### config.mk
export PLATFORM = sky130hd
export DESIGN_NAME = i2c_cmd_seq
export DESIGN_NICKNAME = d
export VERILOG_FILES = /design/src/rtl/i2c_pkg.sv /design/src/rtl/i2c_seq_fifo.sv /design/src/rtl/i2c_cmd_seq.sv
export SDC_FILE = /design/constraint.sdc
export NUM_CORES = 1
export LEC_CHECK = 0
export CAP_MARGIN = 20
export CORE_MARGIN = 3
export CORE_UTILIZATION = 35
export DETAILED_ROUTE_END_ITERATION = 10
export PLACE_DENSITY_LB_ADDON = 0.2
export SYNTH_ARGS = -nofsm -noshare
export SYNTH_HDL_FRONTEND = slang
export SYNTH_SLANG_ARGS = --single-unit
### constraint.sdc
create_clock -name i_clk -period 9.5 [get_ports i_clk]
set_clock_uncertainty 0.05 [all_clocks]
set_input_delay 1.425 -clock i_clk [delete_from_list [all_inputs] [get_ports i_clk]]
set_output_delay 1.425 -clock i_clk [all_outputs]
set_load 0.1 [all_outputs]
### src/rtl/i2c_pkg.sv
// Shared types and constants for the I2C command sequencer: FSM states,
// error codes and the bit layout of a queued command word.
package i2c_pkg;

   typedef enum logic [2:0] {
      ST_IDLE,
      ST_LOAD,
      ST_PUSH_REG,
      ST_PUSH_VAL,
      ST_START,
      ST_WAIT,
      ST_CHECK,
      ST_FINISH
   } seq_state_e;

   typedef enum logic [1:0] {
      ERR_NONE    = 2'd0,
      ERR_NACK    = 2'd1,
      ERR_TIMEOUT = 2'd2
   } err_code_e;

   // Command word layout: {addr7, reg, val}
   localparam int CMD_W    = 23;
   localparam int ADDR_MSB = 22;
   localparam int ADDR_LSB = 16;
   localparam int REG_MSB  = 15;
   localparam int REG_LSB  = 8;
   localparam int VAL_MSB  = 7;
   localparam int VAL_LSB  = 0;

   localparam logic [7:0] XFER_LEN = 8'd2;

   function automatic logic [6:0] cmd_addr(input logic [CMD_W-1:0] cmd);
      return cmd[ADDR_MSB:ADDR_LSB];
   endfunction

   function automatic logic [7:0] cmd_reg(input logic [CMD_W-1:0] cmd);
      return cmd[REG_MSB:REG_LSB];
   endfunction

   function automatic logic [7:0] cmd_val(input logic [CMD_W-1:0] cmd);
      return cmd[VAL_MSB:VAL_LSB];
   endfunction

endpackage

### src/rtl/i2c_seq_fifo.sv
// Synchronous command queue with a registered head word. A write while full
// is accepted only if a pop happens in the same cycle; otherwise o_drop pulses.
module i2c_seq_fifo #(
   parameter  int DEPTH = 8,
   parameter  int W     = 23,
   localparam int AW    = (DEPTH > 1) ? $clog2(DEPTH) : 1,
   localparam int LW    = $clog2(DEPTH) + 1
) (
   input  logic          i_clk,
   input  logic          i_rst,
   input  logic          i_wr,
   input  logic [W-1:0]  i_wr_data,
   input  logic          i_pop,
   output logic [W-1:0]  o_head,
   output logic [LW-1:0] o_level,
   output logic          o_full,
   output logic          o_drop
);

   logic [W-1:0]  mem_q [DEPTH];
   logic [AW-1:0] wr_ptr_q, wr_ptr_d;
   logic [AW-1:0] rd_ptr_q, rd_ptr_d;
   logic [LW-1:0] count_q, count_d;
   logic [W-1:0]  head_q, head_d;
   logic          wr_ok;
   logic          pop_ok;

   // The head register must show the word a write lands in when that slot
   // becomes the new head in the same cycle (empty queue, or pop of last entry).
   always_comb begin
      pop_ok   = i_pop && (count_q != '0);
      wr_ok    = i_wr && ((count_q != LW'(DEPTH)) || pop_ok);
      wr_ptr_d = wr_ok  ? wr_ptr_q + 1'b1 : wr_ptr_q;
      rd_ptr_d = pop_ok ? rd_ptr_q + 1'b1 : rd_ptr_q;
      count_d  = count_q;
      if (wr_ok && !pop_ok) begin
         count_d = count_q + 1'b1;
      end else if (pop_ok && !wr_ok) begin
         count_d = count_q - 1'b1;
      end
      if (wr_ok && (rd_ptr_d == wr_ptr_q)) begin
         head_d = i_wr_data;
      end else begin
         head_d = mem_q[rd_ptr_d];
      end
   end

   always_ff @(posedge i_clk) begin
      if (wr_ok) begin
         mem_q[wr_ptr_q] <= i_wr_data;
      end
   end

   always_ff @(posedge i_clk) begin
      if (i_rst) begin
         wr_ptr_q <= '0;
         rd_ptr_q <= '0;
         count_q  <= '0;
         head_q   <= '0;
      end else begin
         wr_ptr_q <= wr_ptr_d;
         rd_ptr_q <= rd_ptr_d;
         count_q  <= count_d;
         head_q   <= head_d;
      end
   end

   assign o_head  = head_q;
   assign o_level = count_q;
   assign o_full  = (count_q == LW'(DEPTH));
   assign o_drop  = i_wr && !wr_ok;

endmodule

### src/rtl/i2c_cmd_seq.sv
// Drains a queue of {addr7, reg, val} register writes into an i2c_master.
// Define I2C_SEQ_IRQ_EN to add o_irq, a one-cycle pulse on entry to FINISH.
module i2c_cmd_seq
   import i2c_pkg::*;
#(
   parameter  int DEPTH   = 8,
   parameter  int TIMEOUT = 65535,
   localparam int LW      = $clog2(DEPTH) + 1
) (
   input  logic             i_clk,
   input  logic             i_rst,
   input  logic             i_cmd_wr,
   input  logic [CMD_W-1:0] i_cmd_data,
   input  logic             i_go,
   input  logic             i_abort,
   input  logic             i_clr_err,
   output logic             o_busy,
   output logic             o_done,
   output logic [1:0]       o_err,
   output logic [6:0]       o_err_addr,
   output logic [LW-1:0]    o_level,
   output logic             o_full,
   output logic             o_ovf,
   output logic             o_m_en,
   output logic             o_m_start,
   output logic             o_m_rw,
   output logic [6:0]       o_m_addr7,
   output logic [7:0]       o_m_len,
   output logic             o_m_tx_push,
   output logic [7:0]       o_m_tx_push_data,
   output logic             o_m_clr_done,
   output logic             o_m_clr_ack_err,
   input  logic             i_m_busy,
   input  logic             i_m_done,
   input  logic             i_m_ack_err
`ifdef I2C_SEQ_IRQ_EN
   ,
   output logic             o_irq
`endif
);

   localparam int CW = $clog2(TIMEOUT + 1);

   seq_state_e       state_q, state_d;
   logic [CMD_W-1:0] entry_q, entry_d;
   logic [7:0]       len_q, len_d;
   logic [CW-1:0]    cnt_q, cnt_d;
   logic             done_seen_q, done_seen_d;
   logic             nack_q, nack_d;
   logic             abort_q, abort_d;
   err_code_e        err_q, err_d;
   logic [6:0]       err_addr_q, err_addr_d;
   logic             done_q, done_d;
   logic             ovf_q, ovf_d;
   logic             en_q;

   logic             pop;
   logic [CMD_W-1:0] fifo_head;
   logic [LW-1:0]    fifo_level;
   logic             fifo_full;
   logic             fifo_drop;
   logic             unused_m_busy;

   // Completion is judged purely from done/ack_err; master busy is informational.
   assign unused_m_busy = i_m_busy;

   i2c_seq_fifo #(
      .DEPTH (DEPTH),
      .W     (CMD_W)
   ) u_fifo (
      .i_clk     (i_clk),
      .i_rst     (i_rst),
      .i_wr      (i_cmd_wr),
      .i_wr_data (i_cmd_data),
      .i_pop     (pop),
      .o_head    (fifo_head),
      .o_level   (fifo_level),
      .o_full    (fifo_full),
      .o_drop    (fifo_drop)
   );

   always_comb begin
      state_d          = state_q;
      entry_d          = entry_q;
      len_d            = len_q;
      cnt_d            = cnt_q;
      done_seen_d      = done_seen_q;
      nack_d           = nack_q;
      abort_d          = abort_q;
      err_d            = err_q;
      err_addr_d       = err_addr_q;
      done_d           = done_q;
      ovf_d            = ovf_q;
      pop              = 1'b0;
      o_m_start        = 1'b0;
      o_m_tx_push      = 1'b0;
      o_m_tx_push_data = 8'h00;
      o_m_clr_done     = 1'b0;
      o_m_clr_ack_err  = 1'b0;

      // Status clear comes first so an error raised below in the same cycle wins.
      if (i_clr_err) begin
         err_d      = ERR_NONE;
         err_addr_d = '0;
         ovf_d      = 1'b0;
      end
      if (fifo_drop) begin
         ovf_d = 1'b1;
      end
      if (i_abort && (state_q != ST_IDLE)) begin
         abort_d = 1'b1;
      end

      unique case (state_q)
         ST_IDLE: begin
            abort_d = 1'b0;
            if (i_go && (fifo_level != '0) && (err_q == ERR_NONE)) begin
               done_d  = 1'b0;
               state_d = ST_LOAD;
            end
         end
         ST_LOAD: begin
            entry_d = fifo_head;
            len_d   = XFER_LEN;
            state_d = ST_PUSH_REG;
         end
         ST_PUSH_REG: begin
            o_m_tx_push      = 1'b1;
            o_m_tx_push_data = cmd_reg(entry_q);
            state_d          = ST_PUSH_VAL;
         end
         ST_PUSH_VAL: begin
            o_m_tx_push      = 1'b1;
            o_m_tx_push_data = cmd_val(entry_q);
            state_d          = ST_START;
         end
         ST_START: begin
            o_m_start = 1'b1;
            cnt_d     = '0;
            state_d   = ST_WAIT;
         end
         ST_WAIT: begin
            cnt_d = cnt_q + 1'b1;
            if (i_m_done || (cnt_q == CW'(TIMEOUT - 1))) begin
               done_seen_d = i_m_done;
               nack_d      = i_m_ack_err;
               state_d     = ST_CHECK;
            end
         end
         ST_CHECK: begin
            o_m_clr_done    = 1'b1;
            o_m_clr_ack_err = 1'b1;
            if (nack_q) begin
               err_d      = ERR_NACK;
               err_addr_d = cmd_addr(entry_q);
               state_d    = ST_FINISH;
            end else if (!done_seen_q) begin
               err_d      = ERR_TIMEOUT;
               err_addr_d = cmd_addr(entry_q);
               state_d    = ST_FINISH;
            end else begin
               pop = 1'b1;
               // A same-cycle write is always accepted here because of the pop.
               if (((fifo_level > LW'(1)) || i_cmd_wr) && !(abort_q || i_abort)) begin
                  state_d = ST_LOAD;
               end else begin
                  state_d = ST_FINISH;
               end
            end
         end
         ST_FINISH: begin
            if (err_q == ERR_NONE) begin
               done_d = 1'b1;
            end
            abort_d = 1'b0;
            state_d = ST_IDLE;
         end
         default: state_d = ST_IDLE;
      endcase
   end

   always_ff @(posedge i_clk) begin
      if (i_rst) begin
         state_q     <= ST_IDLE;
         entry_q     <= '0;
         len_q       <= '0;
         cnt_q       <= '0;
         done_seen_q <= 1'b0;
         nack_q      <= 1'b0;
         abort_q     <= 1'b0;
         err_q       <= ERR_NONE;
         err_addr_q  <= '0;
         done_q      <= 1'b0;
         ovf_q       <= 1'b0;
         en_q        <= 1'b0;
      end else begin
         state_q     <= state_d;
         entry_q     <= entry_d;
         len_q       <= len_d;
         cnt_q       <= cnt_d;
         done_seen_q <= done_seen_d;
         nack_q      <= nack_d;
         abort_q     <= abort_d;
         err_q       <= err_d;
         err_addr_q  <= err_addr_d;
         done_q      <= done_d;
         ovf_q       <= ovf_d;
         en_q        <= 1'b1;
      end
   end

`ifdef I2C_SEQ_IRQ_EN
   logic irq_q, irq_d;

   assign irq_d = (state_d == ST_FINISH) && (state_q != ST_FINISH);

   always_ff @(posedge i_clk) begin
      if (i_rst) begin
         irq_q <= 1'b0;
      end else begin
         irq_q <= irq_d;
      end
   end

   assign o_irq = irq_q;
`endif

   assign o_busy     = (state_q != ST_IDLE);
   assign o_done     = done_q;
   assign o_err      = err_q;
   assign o_err_addr = err_addr_q;
   assign o_level    = fifo_level;
   assign o_full     = fifo_full;
   assign o_ovf      = ovf_q;
   assign o_m_en     = en_q;
   assign o_m_rw     = 1'b0;
   assign o_m_addr7  = cmd_addr(entry_q);
   assign o_m_len    = len_q;

endmodule
Yosys cells after proc, flatten, opt, wreduce, memory -nomap -nowiden
Memories as Yosys holds them, arrays and structs flattened. A register that Yosys moved wholly into a read port is not among the register bits.
Index checks and enable logic that the tools add are counted.
- word-level logic and storage cells: 97
- memories: 1
- flip-flop bits (word level): 68
- bits in writable memories: 184
- reductions and logical operators: 29
- muxes and demuxes: 33
- magnitude comparators: 1
- $add $sub $neg: 5
- equality and inequality tests: 13
- memory list (name ; words ; width ; read ports ; clocked after Yosys merged registers in ; wr ports ; RTL line ; text):
    u_fifo.mem_q ; 8 ; 23 ; 1 ; 1 ; 1 ; i2c_seq_fifo.sv:20 ; logic [W-1:0] mem_q [DEPTH];
- operators with widths (cell ; count):
    $pmux W16 S2 ; 1
    $mux W7 ; 4
    $pmux W3 S8 ; 1
    $mux W3 ; 6
    $add A16 B1 Y16 const B ; 1
    $eq A16 B16 Y1 const B ; 1
    $pmux W8 S2 ; 1
    $mux W1 ; 13
    $eq A3 B3 Y1 const B ; 4
    $logic_and A1 B1 Y1 ; 9
    $mux W2 ; 4
    $mux W4 ; 2
    $reduce_bool A2 Y1 ; 4
    $add A3 B1 Y3 const B ; 2
    $eq A3 B2 Y1 const B ; 2
    $ne A2 B2 Y1 const B ; 3
    $add A4 B1 Y4 const B ; 1
    $eq A4 B4 Y1 const B ; 1
    $gt A4 B1 Y1 const B ; 1
    $logic_or A1 B1 Y1 ; 4
    $ne A4 B4 Y1 const B ; 1
    $reduce_and A2 Y1 ; 2
    $reduce_bool A4 Y1 ; 1
    $sub A4 B1 Y4 const B ; 1
    other kinds (9) ; 11

Longest topological paths before layout
Gate-level depths: netlist of run 1.
- depth after elaboration: 10
- gate-level depth with buffers: 10

By module
A second synthesis of run 1 with hierarchy kept.
- cell total of the unflattened synthesis: 1265
- area, all modules: 13723.2 µm²
- by module, submodules not included (module ; sequential area each (µm²) ; instances ; area each (µm²) ; cells each):
    i2c_seq_fifo ; 6185.9 ; 1 ; 11010.6 ; 921
    i2c_cmd_seq ; 1161.1 ; 1 ; 2712.6 ; 344

Worst setup path before layout of run 1
Ideal clock, no wire load.
- path type: register to register
- start: register u_fifo.count_q[1] (netlist: u_fifo.o_level[1])
- end: memory u_fifo.mem_q[0][0], enable pin
- clock period less this slack: 4.021 ns
- data arrival time: 3.539 ns
- path slack: 5.479 ns
- stages on the path, launching flop included: 7
- setup time: 0.432 ns
- cell sequence: dfxtp_1 -> inv_1 -> ha_1 -> nand3b_1 -> o21a_1 -> nand2b_1 -> nor3_1
- longest elaborated chain between the ends: 6
- RTL lines (element ; RTL line ; text):
    start: declaration ; i2c_seq_fifo.sv:23 ; logic [LW-1:0] count_q, count_d;
    start signal: assignment ; i2c_seq_fifo.sv:63 ; count_q <= count_d;
    $reduce_bool A4 Y1 ; i2c_seq_fifo.sv:31 ; pop_ok = i_pop && (count_q != '0);
    $logic_and A1 B1 Y1 ; i2c_seq_fifo.sv:31 ;
    $logic_or A1 B1 Y1 * ; i2c_seq_fifo.sv:32 ; wr_ok = i_wr && ((count_q != LW'(DEPTH)) || pop_ok);
    $logic_and A1 B1 Y1 * ; i2c_seq_fifo.sv:32 ;
    named net u_fifo.wr_ok ; i2c_seq_fifo.sv:25 ; logic wr_ok;
    $mux W1 * ; i2c_seq_fifo.sv:49 ; if (wr_ok) begin
    $mux W1 (not written as such) * ; i2c_seq_fifo.sv:50 ; mem_q[wr_ptr_q] <= i_wr_data;
    end: declaration ; i2c_seq_fifo.sv:20 ;
Mark *: on every way through the listed nets, which the timed path passes. The rest lies on a longest branch.

Worst setup path in the final report of run 1
- start: register state_q[2]
- end: output o_m_start
- longest elaborated chain between the ends: 2
- RTL lines (element ; RTL line ; text):
    start: declaration ; i2c_cmd_seq.sv:44 ; seq_state_e state_q, state_d;
    start signal: assignment ; i2c_cmd_seq.sv:197 ; state_q <= state_d;
    $eq A3 B3 Y1 ; i2c_cmd_seq.sv:114 ; unique case (state_q)
    $mux W1 ; i2c_cmd_seq.sv:114 ;
    end: declaration ; i2c_cmd_seq.sv:25 ; output logic o_m_start,
No other way between the ends.

==> results.sh, run 1 <==
export IMPL_ant_nets=0
export IMPL_synth_area_top_cells="sky130_fd_sc_hd__edfxtp_1 (47%), sky130_fd_sc_hd__dfxtp_1 (15%), sky130_fd_sc_hd__mux2i_1 (7.0%)"
export IMPL_drcViolationCount=0
export IMPL_cts_hold_buffers=0
export IMPL_placement_rows=66
export IMPL_cp_top_family="buffers and inverters"
export IMPL_antenna_found_initial=0
export IMPL_h_tree_depth=1
export IMPL_final_area_um2=13900
export IMPL_detailedPlacementHpwl_um=16800
export IMPL_period_needed_ps=4530
export IMPL_worst_skew_pair_late_latency_ps=540
export IMPL_finalHoldWorstSlack_ps=385
export IMPL_clk_pin_slew_ps=60
export IMPL_hold_path_class="reg2reg"
export IMPL_routabilityCongestion=0.720
export IMPL_wl_met1_um=14000
export IMPL_grt_max_degree=76
export IMPL_syn_cell_area_um2=11900
export IMPL_netlist_cell_type_count=59
export IMPL_drt_first_iter_violations=404
export IMPL_powerDensity_nw_per_um2=202
export IMPL_tritoncts_num_sinks=275
export IMPL_timing_final_hold_violations=0
export IMPL_top_layer_used="met4"
export IMPL_first_global_vias=7746
export IMPL_tightest_slew_ps=1020
export IMPL_setup_violations=0
export IMPL_cts_tree="yes"
export IMPL_setup_worst_path_start="state_q[2]$_SDFFE_PP0P_"
export IMPL_numCtsBuffers=30
export IMPL_wl_per_cell_um=19.5
export IMPL_port_buffers=68
export IMPL_critical_path_slowest_cell="sky130_fd_sc_hd__clkdlybuf4s50_1"
export IMPL_postSynth_topFlopCell="sky130_fd_sc_hd__edfxtp_1"
export IMPL_detailed_route_wl_um=29100
export IMPL_fillers=3069
export IMPL_yosysTopAreaCellShare_pct=46.5
export IMPL_cp_required_ps=8030
export IMPL_setup_worst_path_class="reg2out"
export IMPL_cp_cell_sequence="nor2b_1 -> nand2b_1 -> inv_1 -> clkdlybuf4s50_1"
export IMPL_worst_path_buf_inv=2
export IMPL_crit_path_max_fanout=11
export IMPL_leakage_uw=0.00476
export IMPL_number_of_synthesized_flops_with_an_enable_pin=184
export IMPL_max_cap_viol=0
export IMPL_synthesized_netlist_cell_count=985
export IMPL_via_density_per_instance=5.23
export IMPL_die_area_um2=36200
export IMPL_die_width_um=190
export IMPL_synthesis_area_per_instance_um2=12.1
export IMPL_grt_setup_unrepaired="false"
export IMPL_finish_cell_count_without_fillers=1493
export IMPL_cts_resized_gates=0
export IMPL_clockRootBuffer="sky130_fd_sc_hd__clkbuf_16"
export IMPL_met2RoutedLength_um=13300
export IMPL_yosysWarningCount=0
export IMPL_timing_setup_tns_ps=0
export IMPL_place_detailed_instances=1438
export IMPL_synthArstFlopShare_pct=0
export IMPL_worst_slew_margin_rel_pct=30.4
export IMPL_grt_pass1_wl_um=45700
export IMPL_worst_stage_delay_on_the_critical_path_ps=1150
export IMPL_globalRouteTotalUtil_pct=16.1
export IMPL_yosysTopAreaCell="sky130_fd_sc_hd__edfxtp_1"
export IMPL_via_count=7801
export IMPL_initial_utilization_pct=36.0
export IMPL_die_h_um=190
export IMPL_number_of_pins_exceeding_their_max_slew_limit_in_the_final_report=0
export IMPL_run_status="finished clean"
export IMPL_cp_end_kind="output port"
export IMPL_diodes_inserted=0
export IMPL_final_worst_path_cycle_share_pct=47.7
export IMPL_crit_path_start_kind="flop"
export IMPL_clock_fmax_mhz=221
export IMPL_synth_seq_area_share_pct=61.9
export IMPL_syn_to_final_growth_pct=17.0
export IMPL_ir_drop_mv=0.150
export IMPL_fraction_of_layout_instances_using_a_drive_strength_above_1_pct=8.28
export IMPL_cts_post_setup_buffers_inserted=0
export IMPL_worstReg2RegStart="u_fifo.o_level[0]$_SDFFE_PP0P_"
export IMPL_netlist_top_cells_count="sky130_fd_sc_hd__edfxtp_1 (184), sky130_fd_sc_hd__dfxtp_1 (91), sky130_fd_sc_hd__mux2i_1 (83)"
export IMPL_synth_seq_cells=275
export IMPL_total_overflow_reported_by_the_global_router=0
export IMPL_critPathArrivalTime_ps=3060
export IMPL_drt_pre_antenna_iters=4
export IMPL_synth_most_common_cell="sky130_fd_sc_hd__edfxtp_1"
export IMPL_cts_max_path_buffers=3
export IMPL_placement_cell_area_um2=12900
export IMPL_finalNetCount=1068
export IMPL_placeableCoreArea_um2=32900
export IMPL_ioPinCount=78
export IMPL_wl_met3_um=1170
export IMPL_hold_path_startpoint="u_fifo.o_head[2]$_SDFF_PP0_"
## cell families (layout without fill, tap and decap cells)
logic type,Yosys count,count (layout),synth area share [%]
AND/OR/NAND/NOR,257,257,10.8
AO/OA/AOI/OAI,254,254,14.5
multiplexers,85,85,7.19
flip-flops,275,275,61.9
buffers and inverters,96,155,4.02
other,1,8,0.0316
XOR/XNOR,9,9,0.780
adder cells (fa/ha/maj),8,8,0.843
## path summary, 6_finish.rpt
path	to	slack (ps)	cells past startpoint
max reg2reg	u_fifo.o_head[10]$_SDFF_PP0_	6150	10
min reg2reg	entry_q[2]$_SDFFE_PP0P_	390	2
min	entry_q[2]$_SDFFE_PP0P_	390	2
max	o_m_start	4970	4
## registers in the layout (all words and copies together), names as in the netlist
register / flops
u_fifo.mem_q: 184
entry_q: 23
u_fifo.o_head: 23
cnt_q: 16
o_err_addr: 7
u_fifo.o_level: 4
state_q: 3
u_fifo.rd_ptr_q: 3
u_fifo.wr_ptr_q: 3
o_err: 2
abort_q: 1
done_seen_q: 1
nack_q: 1
o_done: 1
o_m_en: 1
o_m_len: 1
o_ovf: 1
## where the power goes
part,internal (µW),total (µW),switching [µW],leakage (µW)
clock,664,1110,443,0.000469
combinational,90.9,336,245,0.00188
sequential,1330,1360,31.2,0.00241
total,2090,2810,719,0.00476
## layer usage
metal  GRT usage (%)  up-vias
li1                -     3770
met1            22.9     3838
met2            26.4      156
met3            2.17       37
met4            3.53        0
met5               0        -
## tightest hold or removal path: cells and delay by family (launching register included)
kind             cells  cell delay [ps]
AO/OA/AOI/OAI        1               50
flip-flops           1              290
AND/OR/NAND/NOR      1               50
## layout make-up
class | count | area, µm² | share of cell area [%]
multi-input combinational | 621 | 4170 | 30.0
clock inverter | 3 | 15.0 | 0.108
tap | 442 | 553 | 3.98
timing repair buffer | 86 | 811 | 5.84
sequential | 275 | 7350 | 52.9
clock buffer | 52 | 940 | 6.76
inverter | 14 | 52.6 | 0.378
## through the flow
| stage | setup slack (ps) | utilization [%] | power [µW] |
|---|---|---|---|
| finish | 4970 | 42.2 | 2810 |
| global route | 4760 | 42.2 | 2920 |
| CTS | 4930 | 42.2 | 2850 |
| detailed placement | 5530 | 39.3 | 1730 |
| global placement | 5530 | 39.3 | 1720 |
| floorplan | 5480 | - | 1630 |
## cell usage in the layout, fill, tap and decap left out, types with 8 or more instances in the layout
cell | synthesis | final
sky130_fd_sc_hd__a211oi_1 | 26 | 26
sky130_fd_sc_hd__a21oi_1 | 59 | 57
sky130_fd_sc_hd__a22oi_1 | 8 | 8
sky130_fd_sc_hd__a31oi_1 | 24 | 24
sky130_fd_sc_hd__buf_4 | 22 | 18
sky130_fd_sc_hd__clkbuf_1 | 45 | 13
sky130_fd_sc_hd__clkbuf_16 | 0 | 32
sky130_fd_sc_hd__clkdlybuf4s50_1 | 0 | 67
sky130_fd_sc_hd__conb_1 | 1 | 8
sky130_fd_sc_hd__dfxtp_1 | 91 | 90
sky130_fd_sc_hd__edfxtp_1 | 184 | 184
sky130_fd_sc_hd__ha_1 | 8 | 8
sky130_fd_sc_hd__inv_1 | 12 | 12
sky130_fd_sc_hd__mux2i_1 | 83 | 82
sky130_fd_sc_hd__nand2_1 | 82 | 82
sky130_fd_sc_hd__nand2b_1 | 29 | 29
sky130_fd_sc_hd__nand3_1 | 13 | 13
sky130_fd_sc_hd__nand4_1 | 8 | 8
sky130_fd_sc_hd__nor2_1 | 63 | 57
sky130_fd_sc_hd__nor2b_1 | 25 | 25
sky130_fd_sc_hd__nor3b_1 | 9 | 9
sky130_fd_sc_hd__o2111ai_1 | 22 | 22
sky130_fd_sc_hd__o21ai_0 | 40 | 40
sky130_fd_sc_hd__o21ai_1 | 10 | 10
sky130_fd_sc_hd__o22a_1 | 22 | 22
sky130_fd_sc_hd__o2bb2ai_1 | 22 | 22
Power figures use the tool's default switching activity.
==> run 2: changes to the inputs <==
==> constraint.sdc (replaced) <==
create_clock -name i_clk -period 3.8 [get_ports i_clk]
set_clock_uncertainty 0.05 [all_clocks]
set_input_delay 0.57 -clock i_clk [delete_from_list [all_inputs] [get_ports i_clk]]
set_output_delay 0.57 -clock i_clk [all_outputs]
set_load 0.1 [all_outputs]
==> results.sh, run 2 (synthesis gave the netlist of run 1 again) <==
export IMPL_ioPinCount=78
export IMPL_h_tree_depth=1
export IMPL_cp_required_ps=4220
export IMPL_grt_max_degree=66
export IMPL_die_width_um=190
export IMPL_post_route_util_pct=42.3
export IMPL_ant_nets=0
export IMPL_cts_max_path_buffers=3
export IMPL_period_needed_ps=2900
export IMPL_setup_worst_path_class="reg2reg"
export IMPL_first_global_vias=7541
export IMPL_ir_drop_mv=0.339
export IMPL_diodes_inserted=0
export IMPL_largest_reg_flops=184
export IMPL_worstRegToRegCells=9
export IMPL_registers_top_by_ff_count="u_fifo.mem_q"
export IMPL_drcViolationCount=0
export IMPL_worst_slew_margin_rel_pct=31.0
export IMPL_wl_met1_um=14100
export IMPL_clk_pin_slew_ps=60
export IMPL_crit_path_max_fanout=46
export IMPL_final_setup_worst_slack_ps=897
export IMPL_die_area_um2=36200
export IMPL_fillers=3067
export IMPL_met2RoutedLength_um=13300
export IMPL_tritoncts_num_sinks=275
export IMPL_timing_critical_path_depth=9
export IMPL_critical_path_slowest_cell="sky130_fd_sc_hd__buf_4"
export IMPL_detailed_route_wl_um=29500
export IMPL_final_worst_path_cycle_share_pct=76.4
export IMPL_power_internal_uw=5120
export IMPL_die_h_um=190
export IMPL_power_total_uw=6990
export IMPL_cp_top_family="simple AND/OR/NAND/NOR gates"
export IMPL_cts_post_setup_buffers_inserted=0
export IMPL_placement_rows=66
export IMPL_powerDensity_nw_per_um2=502
export IMPL_setup_worst_path_start="u_fifo.o_level[0]$_SDFFE_PP0P_"
export IMPL_worst_skew_pair_late_latency_ps=560
export IMPL_tightest_slew_ps=1030
export IMPL_antenna_found_initial=0
export IMPL_fraction_of_layout_instances_using_a_drive_strength_above_1_pct=10.7
export IMPL_globalRouteTotalUtil_pct=16.2
export IMPL_worstReg2RegStart="u_fifo.o_level[0]$_SDFFE_PP0P_"
export IMPL_crit_path_start_kind="flop"
export IMPL_number_of_pins_exceeding_their_max_slew_limit_in_the_final_report=0
export IMPL_routabilityCongestion=0.748
export IMPL_critPathArrivalTime_ps=3320
export IMPL_initial_utilization_pct=36.0
export IMPL_rrSetupSlack_ps=900
export IMPL_share_clk_of_total_power_pct=39.3
export IMPL_grt_pass1_wl_um=45400
export IMPL_layout_cells_most_common_list="sky130_fd_sc_hd__edfxtp_1 (184), sky130_fd_sc_hd__dfxtp_1 (90), sky130_fd_sc_hd__mux2i_1 (82), sky130_fd_sc_hd__nand2_1 (82)"
export IMPL_cts_hold_buffers=0
export IMPL_run_status="finished clean"
export IMPL_total_switching_power_uw=1860
export IMPL_syn_to_final_growth_pct=17.3
export IMPL_worst_path_buf_inv=2
export IMPL_wl_met3_um=1410
export IMPL_r2r_end="u_fifo.o_head[5]$_SDFF_PP0_"
export IMPL_timing_setup_tns_ps=0
export IMPL_wl_per_cell_um=19.6
export IMPL_leakage_uw=0.00483
export IMPL_numCtsBuffers=30
export IMPL_power_frac_seq_pct=48.9
export IMPL_worst_stage_delay_on_the_critical_path_ps=500
export IMPL_clock_fmax_mhz=345
export IMPL_port_buffers=68
export IMPL_drt_first_iter_violations=397
export IMPL_cp_end_kind="flop"
export IMPL_via_count=7741
export IMPL_top_layer_used="met4"
export IMPL_max_cap_viol=0
export IMPL_timing_final_hold_violations=0
export IMPL_total_overflow_reported_by_the_global_router=0
export IMPL_grt_setup_unrepaired="false"
export IMPL_hold_path_class="reg2reg"
export IMPL_power_switching_fraction_pct=26.7
export IMPL_setup_violations=0
export IMPL_cp_cell_sequence="inv_1 -> ha_1 -> or3b_1 -> nand4_1 -> and3_1 -> o2111ai_4 -> buf_4 -> o21ai_0 -> a31oi_1"
export IMPL_cts_tree="yes"
export IMPL_drt_pre_antenna_iters=5
export IMPL_most_common_cell_after_layout_fill_and_taps_aside="sky130_fd_sc_hd__edfxtp_1"
export IMPL_finalNetCount=1078
export IMPL_cts_resized_gates=0
export IMPL_clockRootBuffer="sky130_fd_sc_hd__clkbuf_16"
export IMPL_power_combinational_fraction_pct=11.9
export IMPL_critical_path_endpoint="u_fifo.o_head[5]$_SDFF_PP0_"
export IMPL_via_density_per_instance=5.15
export IMPL_detailedPlacementHpwl_um=17300
export IMPL_post_place_ws_ps=906
export IMPL_placeableCoreArea_um2=32900
run 2: cell type report:
cell class | instances | area, µm² | share of cell area [%]
clock buffer | 45 | 861 | 6.18
clock inverter | 11 | 83.8 | 0.602
inverter | 14 | 52.6 | 0.377
multi-input combinational | 621 | 4150 | 29.8
sequential | 275 | 7350 | 52.8
tap | 442 | 553 | 3.97
timing repair buffer | 96 | 876 | 6.29
run 2: power by group through the flow:
stage          sequential (µW)  combinational (µW)  clock, µW
2_1_floorplan             3520                 551          0
3_3_place_gp              3470                 834          0
3_5_place_dp              3480                 841          0
4_1_cts                   3410                 843       2820
5_1_grt                   3430                 902       2950
6_report                  3410                 831       2740
run 2: per-stage QoR:
step / cell area, µm² / hold slack (ps) / cells
2_1_floorplan: 11900 / 367 / 992
3_3_place_gp: 13000 / 376 / 1448
3_5_place_dp: 13000 / 382 / 1448
4_1_cts: 13900 / 391 / 1504
5_1_grt: 13900 / 403 / 1504
6_report: 13900 / 388 / 1504
run 2: worst min path at each step:
stage / slack [ps] / startpoint / cells after the start / end
6_report: 390 / u_fifo.o_head[21]$_SDFF_PP0_ / 2 / entry_q[21]$_SDFFE_PP0P_
5_1_grt: 400 / u_fifo.o_head[4]$_SDFF_PP0_ / 2 / entry_q[4]$_SDFFE_PP0P_
4_1_cts: 390 / u_fifo.o_head[6]$_SDFF_PP0_ / 2 / entry_q[6]$_SDFFE_PP0P_
3_5_place_dp: 380 / u_fifo.o_head[6]$_SDFF_PP0_ / 2 / entry_q[6]$_SDFFE_PP0P_
3_3_place_gp: 380 / u_fifo.o_head[2]$_SDFF_PP0_ / 2 / entry_q[2]$_SDFFE_PP0P_
2_1_floorplan: 370 / u_fifo.o_head[0]$_SDFF_PP0_ / 2 / entry_q[0]$_SDFFE_PP0P_
run 2: worst register-to-register path, stage by stage (launching register included):
cell	delay, ps
sky130_fd_sc_hd__dfxtp_1	470
sky130_fd_sc_hd__inv_1	80
sky130_fd_sc_hd__ha_1	260
sky130_fd_sc_hd__or3b_1	270
sky130_fd_sc_hd__nand4_1	320
sky130_fd_sc_hd__and3_1	340
sky130_fd_sc_hd__o2111ai_4	170
sky130_fd_sc_hd__buf_4	500
sky130_fd_sc_hd__o21ai_0	180
sky130_fd_sc_hd__a31oi_1	190
run 2: routing by layer:
layer	GRT usage [%]	vias up
li1	-	3783
met1	23.1	3744
met4	3.84	0
met3	2.51	40
met2	25.9	174
met5	0	-
